[config.mk]
export PLATFORM = sky130hd
export DESIGN_NAME = adc_acq_scheduler
export DESIGN_NICKNAME = d
export VERILOG_FILES = /design/src/rtl/adc_acq_scheduler_pkg.sv /design/src/rtl/adc_ch_prio_enc.sv /design/src/rtl/adc_acq_scheduler.sv
export SDC_FILE = /design/constraint.sdc
export NUM_CORES = 1
export LEC_CHECK = 0
export CORE_AREA = 4 4 81 83
export DETAILED_ROUTE_END_ITERATION = 12
export DIE_AREA = 0 0 85 87
export HOLD_SLACK_MARGIN = 0.05
export PLACE_DENSITY = 0.7
export SYNTH_ARGS = -nofsm -noshare
export SYNTH_HDL_FRONTEND = slang
export SYNTH_SLANG_ARGS = --single-unit
[constraint.sdc]
create_clock -name sys_clk_i -period 2.1 [get_ports sys_clk_i]
set_clock_uncertainty 0.1 [all_clocks]
set_input_delay 0.315 -clock sys_clk_i [delete_from_list [all_inputs] [get_ports sys_clk_i]]
set_output_delay 0.315 -clock sys_clk_i [all_outputs]
set_load 0.01 [all_outputs]
[src/rtl/adc_acq_scheduler_pkg.sv]
// Shared state encoding and default widths for the ADC acquisition scheduler.
package adc_acq_scheduler_pkg;

   typedef enum logic [1:0] {
      IDLE = 2'd0,
      REQ  = 2'd1,
      GAP  = 2'd2
   } state_t;

   localparam int DEF_CH_NUM            = 8;
   localparam int DEF_CH_W              = 3;
   localparam int DEF_DATA_W            = 16;
   localparam int DEF_SAMPLES_PER_FRAME = 25;
   localparam int DEF_TIMEOUT_CYC       = 2000;

endpackage

[src/rtl/adc_ch_prio_enc.sv]
// Lowest-set-bit encoder over a channel mask; none is high when the mask is empty.
module adc_ch_prio_enc #(
   parameter int CH_NUM = 8,
   parameter int CH_W   = 3
) (
   input  logic [CH_NUM-1:0] mask,
   output logic [CH_W-1:0]   idx,
   output logic              none
);

   always_comb begin
      idx  = '0;
      none = 1'b1;
      for (int unsigned i = 0; i < CH_NUM; i++) begin
         if (mask[i] && none) begin
            idx  = CH_W'(i);
            none = 1'b0;
         end
      end
   end

endmodule

[src/rtl/adc_acq_scheduler.sv]
// Round-robin scheduler for one shared ADC with frame-aligned sample indexing.
// Optional ADC answer timeout is built when ADC_TIMEOUT_EN is defined.
module adc_acq_scheduler
   import adc_acq_scheduler_pkg::*;
#(
   parameter int CH_NUM            = DEF_CH_NUM,
   parameter int CH_W              = DEF_CH_W,
   parameter int DATA_W            = DEF_DATA_W,
   parameter int SAMPLES_PER_FRAME = DEF_SAMPLES_PER_FRAME,
   parameter int TIMEOUT_CYC       = DEF_TIMEOUT_CYC
) (
   input  logic                                 sys_clk_i,
   input  logic                                 rst_n_i,
   input  logic                                 enable_i,
   input  logic                                 frame_start_pulse_i,
   input  logic                                 acq_start_pulse_i,
   input  logic [CH_NUM-1:0]                    ch_mask_i,
   output logic                                 adc_req_o,
   output logic [CH_W-1:0]                      adc_ch_o,
   input  logic                                 adc_done_i,
   input  logic [DATA_W-1:0]                    adc_data_i,
   output logic                                 sample_valid_o,
   output logic [CH_W-1:0]                      sample_ch_o,
   output logic [DATA_W-1:0]                    sample_data_o,
   output logic [$clog2(SAMPLES_PER_FRAME)-1:0] sample_idx_o,
   output logic                                 frame_done_o,
   output logic                                 busy_o,
   output logic                                 overrun_o,
   output logic                                 timeout_err_o
);

   localparam int IDX_W = $clog2(SAMPLES_PER_FRAME);
   localparam int TO_W  = $clog2(TIMEOUT_CYC + 1);
`ifdef ADC_TIMEOUT_EN
   localparam bit TMO_EN = 1'b1;
`else
   localparam bit TMO_EN = 1'b0;
`endif

   state_t            state;
   logic [CH_NUM-1:0] mask;
   logic [CH_NUM-1:0] mask_left;
   logic [CH_NUM-1:0] enc_in;
   logic [CH_W-1:0]   enc_idx;
   logic              enc_none;
   logic [IDX_W-1:0]  idx;
   logic              pending;
   logic [TO_W-1:0]   tmo_cnt;
   logic              tmo_hit;

   // In IDLE the encoder looks at the live mask to pick the first channel.
   assign enc_in    = (state == IDLE) ? ch_mask_i : mask;
   assign mask_left = mask & ~(CH_NUM'(1) << adc_ch_o);
   assign tmo_hit   = TMO_EN && (tmo_cnt == TO_W'(TIMEOUT_CYC - 1));

   adc_ch_prio_enc #(
      .CH_NUM (CH_NUM),
      .CH_W   (CH_W)
   ) u_enc (
      .mask (enc_in),
      .idx  (enc_idx),
      .none (enc_none)
   );

   always_ff @(posedge sys_clk_i or negedge rst_n_i) begin
      if (!rst_n_i) begin
         state          <= IDLE;
         mask           <= '0;
         idx            <= '0;
         pending        <= 1'b0;
         tmo_cnt        <= '0;
         adc_req_o      <= 1'b0;
         adc_ch_o       <= '0;
         sample_valid_o <= 1'b0;
         sample_ch_o    <= '0;
         sample_data_o  <= '0;
         sample_idx_o   <= '0;
         frame_done_o   <= 1'b0;
         busy_o         <= 1'b0;
         overrun_o      <= 1'b0;
         timeout_err_o  <= 1'b0;
      end else begin
         sample_valid_o <= 1'b0;
         frame_done_o   <= 1'b0;
         if (!enable_i) begin
            state         <= IDLE;
            mask          <= '0;
            idx           <= '0;
            pending       <= 1'b0;
            tmo_cnt       <= '0;
            adc_req_o     <= 1'b0;
            busy_o        <= 1'b0;
            overrun_o     <= 1'b0;
            timeout_err_o <= 1'b0;
         end else begin
            if (state != IDLE && acq_start_pulse_i) overrun_o <= 1'b1;
            case (state)
               IDLE: begin
                  if (frame_start_pulse_i) idx <= '0;
                  if (acq_start_pulse_i && !enc_none) begin
                     mask      <= ch_mask_i;
                     adc_ch_o  <= enc_idx;
                     adc_req_o <= 1'b1;
                     busy_o    <= 1'b1;
                     tmo_cnt   <= '0;
                     state     <= REQ;
                  end
               end
               REQ: begin
                  if (frame_start_pulse_i) pending <= 1'b1;
                  tmo_cnt <= tmo_cnt + TO_W'(1);
                  if (adc_done_i || tmo_hit) begin
                     adc_req_o <= 1'b0;
                     mask      <= mask_left;
                     if (adc_done_i) begin
                        sample_valid_o <= 1'b1;
                        sample_ch_o    <= adc_ch_o;
                        sample_data_o  <= adc_data_i;
                        sample_idx_o   <= idx;
                     end else begin
                        timeout_err_o <= 1'b1;
                     end
                     if (mask_left != '0) begin
                        state <= GAP;
                     end else begin
                        // A frame pulse seen during the round (even on its last cycle) resyncs the index.
                        state   <= IDLE;
                        busy_o  <= 1'b0;
                        pending <= 1'b0;
                        if (pending || frame_start_pulse_i) begin
                           idx <= '0;
                        end else if (idx == IDX_W'(SAMPLES_PER_FRAME - 1)) begin
                           idx          <= '0;
                           frame_done_o <= 1'b1;
                        end else begin
                           idx <= idx + IDX_W'(1);
                        end
                     end
                  end
               end
               GAP: begin
                  if (frame_start_pulse_i) pending <= 1'b1;
                  adc_ch_o  <= enc_idx;
                  adc_req_o <= 1'b1;
                  tmo_cnt   <= '0;
                  state     <= REQ;
               end
               default: state <= IDLE;
            endcase
         end
      end
   end

endmodule

==> run metrics, run 1 <==
total wire length 6890 um; class of the most critical hold timing path in2async; Pint 3060 uW; total of buffers placed on input and output ports 61; share of the synthesized area in the top cell type 47.9%; primary flip-flop cell chosen by synthesis mapping dfrtp_1; Period minus WS final about 2200 ps; portion of the post-synthesis area used by sequential elements roughly 48%; netlist area before placement 0.00251 mm2; share of the clock period used by the worst path after layout 104%; DIE WIDTH 85 um; CTS tree built; Starting DRT DRC Count 125; routed vias 2217; Max FO, Critical Path 5; cell-by-cell trace of the critical path inv_2 > ha_4 > buf_12 > nor3b_4 > o22ai_2 > o21ai_4 > buf_4 > a21oi_4 > or4b_1 > o21ai_1; first-pass GRT wire length around 11000 um; CP endpoint kind flop; residual antenna-violating net count after detailed routing 0; proportion of synthesized flip-flops having asynchronous set or reset 100%; grt total ovfl 0; relative contribution of sequential cells to total power around 31%; number of enable flip-flop cells after synthesis 0; area of the die ~0.0074 mm2; total setup violations reported at the end of the flow 14; clock latency on the worst-skew pair 300 ps; # DRC 0; violations in the final reports setup timing; worst-case setup slack after placement -307 ps; global placement routability congestion 0.864; status finished, violations left; number of clock sinks 48; number of nets in the layout roughly 370; clock transition at the registers of the reported paths ~90 ps; Placed Cells incl. Taps 395; flip-flop and latch count after synthesis 48; effective utilization at floorplan 42.8%; number of max-capacitance violations reported 0; count leader, synth dfrtp_1; Leak Pwr 0.00167 uW; pin count of the biggest net entering global routing 29; peak supply drop between 0.6 and 0.7 mV; startpoint type of the worst setup path flop; synthesized net count around 270; fin. max-slew vios 0; Crit path largest cell delay 430 ps; cells after synthesis 235; FP Rows 28; Syn. warnings 0; top post-synthesis cells by count 48 x dfrtp_1, 22 x mux2_2, 18 x nor2_1; switching power between 1500 and 2000 uW; switching share of power ~38%; slowest stage cell, crit path or4b_1; proportion of layout cells with a drive suffix above 1 32.3%; wire length per cell after detailed routing 16.7 um; number of vias per cell 5.38; hpwl dp 4930 um; required time of the worst setup path approximately 2200 ps; total power per unit cell area 1280 mW/mm2; RSZ-0062 raised after global routing yes; global-route usage over all layers 19.4%; H-tree lvl count 2; number of placed I/O pins 63; cell chosen for the clock root clkbuf_8; Avg Inst Size Synth 10.7 um2; post-synthesis cell type with the largest combined area dfrtp_1; via count of the first global-routing pass around 2300; length of the first detailed-routing pass in iterations 4; post-synthesis cell type count 52; Core Area 0.00585 mm2; Syn-to-layout area delta 52.3%; clock network fraction of design power about an eighth; final standard cell utilization of the core 65.2%; Final Hold Fails 0; Die Ht approximately 87 um; Crit Path Class reg2reg; Max Fclk 0.457 GHz; post-route setup slack -88.5 ps; buffer depth of the longest clock path 2; number of antenna violations at the first check in global routing 0; ranking of synthesized cells by area dfrtp_1 48%, mux2_2 9.9%, a32o_1 3.2%; Post-Layout Cell Count 412; CTS Buf Count 5; diode insertion count for antenna repair 0; combinational cell fraction of total power 57.2%; data arrival time at the worst-slack endpoint 2320 ps
[registers in the layout, summed over array words and instances (netlist names)]
signal and cells:
idx 5, sample_ch_o 3, pending 1, sample_data_o 16, adc_ch_o 3, adc_req_o 1
sample_valid_o 1, sample_idx_o 5, state 2, overrun_o 1, mask 8, frame_done_o 1
busy_o 1
[per-stage QoR]
stage          instance area, um2  hold slack [ps]  setup TNS (ps)  power (uW)
6_report                     3820              285            -810        4900
5_1_grt                      3820              297           -2020        5230
4_1_cts                      3750              275            -700        4820
3_5_place_dp                 3510             79.6           -3450        3930
3_3_place_gp                 3510             83.1           -2220        3870
2_1_floorplan                2590            -80.6               0        2850
[cell usage in the layout, fill, tap and decap left out, types with 4 or more instances in the layout]
| cell type | instances |
|---|---|
| a21oi_1 | 5 |
| a32o_1 | 8 |
| buf_4 | 39 |
| clkbuf_8 | 6 |
| clkdlybuf4s50_1 | 60 |
| dfrtp_1 | 45 |
| ha_1 | 5 |
| inv_1 | 5 |
| mux2_2 | 22 |
| nand2_1 | 11 |
| nand3_1 | 5 |
| nor2_1 | 17 |
| nor2b_1 | 7 |
| nor3_4 | 4 |
| nor3b_4 | 4 |
| o21ai_0 | 8 |
| o21ai_1 | 9 |
[worst paths after layout]
check | cells past startpoint | end | slack (ps) | startpoint
hold reg to reg | 2 | sample_idx_o[1] | 400 | sample_idx_o[1]
setup / recovery | 10 | state[1] | -90 | state[0]
hold / removal | 2 | mask[5] | 290 | rst_n_i
min in group sys_clk_i | 2 | sample_idx_o[1] | 400 | sample_idx_o[1]
setup reg to reg | 10 | state[1] | -90 | state[0]
max in group asynchronous | 3 | sample_data_o[12] | 1030 | rst_n_i
[per-layer routing]
layer  global-route usage [%]  vias up  part of all wire, %
li1                         -     1055                    -
met1                     23.4     1083                   42
met2                     34.6       68                   51
met3                     3.88       11                  4.9
met4                     6.47        0                  2.1
met5                        0        -                    0
[layout make-up]
type,count,area (um2)
flip-flops and latches,48,1200
multi-input cells,166,1390
clock buffers,6,82.6
well taps,75,93.8
inverters,8,30.0
clock inverters,2,15.0
fillers,460,2030
repair buffers,107,1000
[worst max-delay path: cells and delay by family, from the launching register on]
kind	cells	cell delay (ps)
AND/OR/NAND/NOR	2	580
flip-flops	1	370
buffers and inverters	3	340
adder cells (fa/ha/maj)	1	190
AO/OA/AOI/OAI	4	540
[logic make-up after synthesis]
family	synth area share, %
flops	47.9
compound gates	16.1
fa+ha+maj	3.00
buf+inv	4.14
simple gates	16.6
other cells	0.150
mux	12.0
[power by group through the flow]
stage / registers (uW) / clock network [uW] / logic (uW)
after floorplan: 1550 / 0 / 1300
after global placement: 1490 / 0 / 2380
after detailed placement: 1510 / 0 / 2420
after CTS: 1500 / 615 / 2710
after global routing: 1550 / 654 / 3020
final: 1510 / 594 / 2800
[what timing repair did]
| action | CTS | global route |
|---|---|---|
| setup endpoints to repair | 15 | 20 |
| pin swaps | 16 | 9 |
| endpoints found under the hold margin | 7 | 0 |
| gates resized for setup | 22 | 15 |
| buffers inserted | 6 | 2 |
| hold buffers | 1 | 0 |
Power figures use the tool's default switching activity.
==> inputs of run 2 (changes only) <==
--- a/config.mk
+++ b/config.mk
@@ -5,11 +5,11 @@
 export SDC_FILE = /design/constraint.sdc
 export NUM_CORES = 1
 export LEC_CHECK = 0
-export CORE_AREA = 4 4 81 83
+export CORE_AREA = 4 4 80 82
 export DETAILED_ROUTE_END_ITERATION = 12
-export DIE_AREA = 0 0 85 87
+export DIE_AREA = 0 0 84 86
 export HOLD_SLACK_MARGIN = 0.05
-export PLACE_DENSITY = 0.7
+export PLACE_DENSITY = 0.69
 export SYNTH_ARGS = -nofsm -noshare
 export SYNTH_HDL_FRONTEND = slang
 export SYNTH_SLANG_ARGS = --single-unit
==> constraint.sdc (replaced) <==
create_clock -name sys_clk_i -period 2.8 [get_ports sys_clk_i]
set_clock_uncertainty 0.1 [all_clocks]
set_input_delay 0.42 -clock sys_clk_i [delete_from_list [all_inputs] [get_ports sys_clk_i]]
set_output_delay 0.42 -clock sys_clk_i [all_outputs]
set_load 0.01 [all_outputs]
==> run 2 against run 1 <==
Compared with the run above:
- wire length shrank 11%
- critical path type unchanged
- combinational power shrank 46%
- the run now ends clean
- critical path depth down 2
- via count fell by 7.8%
- sequential share of layout area grew 4.6 points
- global-route usage shrank 1.7 points
- total power decreased by 33%
- utilization shrank 7.4 points
- clock-buffer cell count down 1
- hold slack got worse by 180 ps
- register-to-register slack better by 310 ps
- setup slack improved by 310 ps
==> run metrics, run 2 (synthesis gave the netlist of run 1 again) <==
number of antenna violations at the first check in global routing 0 (unchanged); Final Hold Fails 0 (unchanged); length of the first detailed-routing pass in iterations 4 (unchanged); Crit Path Class reg2reg; register name with the most flops sample_data_o; Regs by FF count sample_data_o: 16 flops, mask: 8 flops; CTS-repair resized insts 0 (-100%); multi-input combinational cell area 0.00120 mm2 (-14%); fin. max-slew vios 0 (unchanged); share of the clock period used by the worst path after layout 92.2% (-12 points); total power per unit cell area 982 mW/mm2 (-24%); Starting DRT DRC Count 114 (-8.8%); slowest stage cell, crit path dfrtp_1; clock latency on the worst-skew pair 310 ps (about the same); Max FO, Critical Path 11 (+6); pin count of the biggest net entering global routing 49 (+69%); number of clock sinks 48 (unchanged); DIE WIDTH 84 um (-1.2%); diode insertion count for antenna repair 0 (unchanged); RSZ-0062 raised after global routing no; Max Fclk 0.387 GHz (-15%); total setup violations reported at the end of the flow 0 (-14); # DRC 0 (unchanged); commonest non-fill, non-tap cell in the layout clkdlybuf4s50_1; grt total ovfl 0 (unchanged); number of max-capacitance violations reported 0 (unchanged); total negative slack for setup checks 0 ps (+810 ps); peak supply drop 0.434 mV (-33%); Core Area 0.00575 mm2 (-1.8%); global placement routability congestion 0.839 (-2.8%); routed vias 2044 (-7.8%); class of the most critical hold timing path in2async; H-tree lvl count 2 (unchanged); buffer depth of the longest clock path 2 (unchanged); startpoint type of the worst setup path flop; Crit path largest cell delay 420 ps (about the same); global-route usage over all layers 17.7% (-1.7 points); Post-CTS Repair Setup Buffers 0 (-6); Syn-to-layout area delta 32.6%; required time of the worst setup path 2900 ps (+670 ps); clock transition at the registers of the reported paths 100 ps (about the same); data arrival time at the worst-slack endpoint 2680 ps (+360 ps); layout filler cell count 504 (+9.6%); Period minus WS final 2580 ps (+394 ps); slew of the pin with the lowest slew margin slightly below 700 ps; FP Rows 28 (unchanged); via count of the first global-routing pass 2112 (-9.7%); setup slack, reg-to-reg 220 ps (+310 ps); CTS Buf Count 5 (unchanged); first-pass GRT wire length 10300 um (-10%); Leak Pwr 0.00144 uW (-14%); worst slew margin relative to its limit 54.8%; final design instance area without fill 0.00332 mm2 (-13%); total wire length 6140 um (-11%); CTS tree built; area of the die 0.00722 mm2 (-2.3%); crit path from state[1]; combined flip-flop and latch cell area 0.00120 mm2 (-0.31%); hpwl dp 4350 um (-12%); startpoint of the lowest-slack register-to-register path state[1]; proportion of layout cells with a drive suffix above 1 15.1% (-17 points); effective utilization at floorplan 43.6% (+0.78 points); total of buffers placed on input and output ports 61 (unchanged); Most common cell on crit path o21ai_2; instance area after placement 0.00318 mm2 (-9.3%); sum of internal, switching and leakage power 3260 uW (-33%); minimum hold slack 109 ps (-176 ps); number of buffers and inverters on the critical path 1 (-2); number of flip-flops under the largest register name 16 (unchanged); number of nets in the layout 333 (-10%); commonest non-fill, non-tap cells in the layout 60 x clkdlybuf4s50_1, 48 x dfrtp_1, 22 x mux2_2; cell-by-cell trace of the critical path inv_1 > ha_1 > nor3b_1 > o22ai_2 > o21ai_2 > nor2_1 > o21ai_2 > mux2_1; cell chosen for the clock root clkbuf_8; number of hold-repair buffers added at the cts stage 0 (-1); CP endpoint kind flop; number of vias per cell 5.48 (+1.8%); status finished clean; number of placed I/O pins 63 (unchanged); wire length per cell after detailed routing 16.5 um (-1.6%); residual antenna-violating net count after detailed routing 0 (unchanged); crit-path leading delay family compound AO/OA/AOI/OAI gates; Die Ht 86 um (-1.1%)
## run 2: final cells by class
cell class,count,area share (%)
multi-input combinational,166,36.2
sequential,48,36.2
clock inverter,3,2.07
timing repair buffer,68,19.8
inverter,8,0.904
clock buffer,5,2.07
tap,75,2.82
## run 2: worst register-to-register path: cells and delay by family, from the launching register on
family          cells  cell delay [ps]
compound gates      3              660
fa+ha+maj           1              380
buf+inv             1              130
flops               1              420
mux                 1              350
simple gates        2              440
## run 2: through the flow
step / cells / util, % / setup slack [ps]
finish: 373 / 57.8 / 218
global route: 373 / 57.8 / 24.7
CTS: 373 / 57.8 / 221
detailed placement: 365 / 55.4 / 239
global placement: 365 / 55.4 / 336
floorplan: 235 / - / 533
## run 2: final timing paths
| path | to | cells past startpoint |
|---|---|---|
| setup / recovery | adc_ch_o[2] | 8 |
| hold / removal | sample_idx_o[4] | 2 |
| setup reg to reg | adc_ch_o[2] | 8 |
| hold reg to reg | sample_idx_o[1] | 2 |
| max in group asynchronous | state[1] | 2 |
| min in group sys_clk_i | sample_idx_o[1] | 2 |
## run 2: report_power, final
group          internal (uW)  leakage (uW)  switching (uW)  total [uW]
clock                    360     0.0000687             253         613
sequential               914      0.000625             225        1140
combinational            802      0.000744             709        1510
## run 2: routing by layer
layer | part of all wire, % | track usage (%) | up-vias | routed length, um
li1 | - | - | 982 | -
met1 | 43 | 22.1 | 980 | 2650
met2 | 48 | 29.9 | 73 | 2970
met3 | 7.4 | 5.28 | 9 | 455
met4 | 1.1 | 5.12 | 0 | 70
met5 | 0 | 0 | - | 0
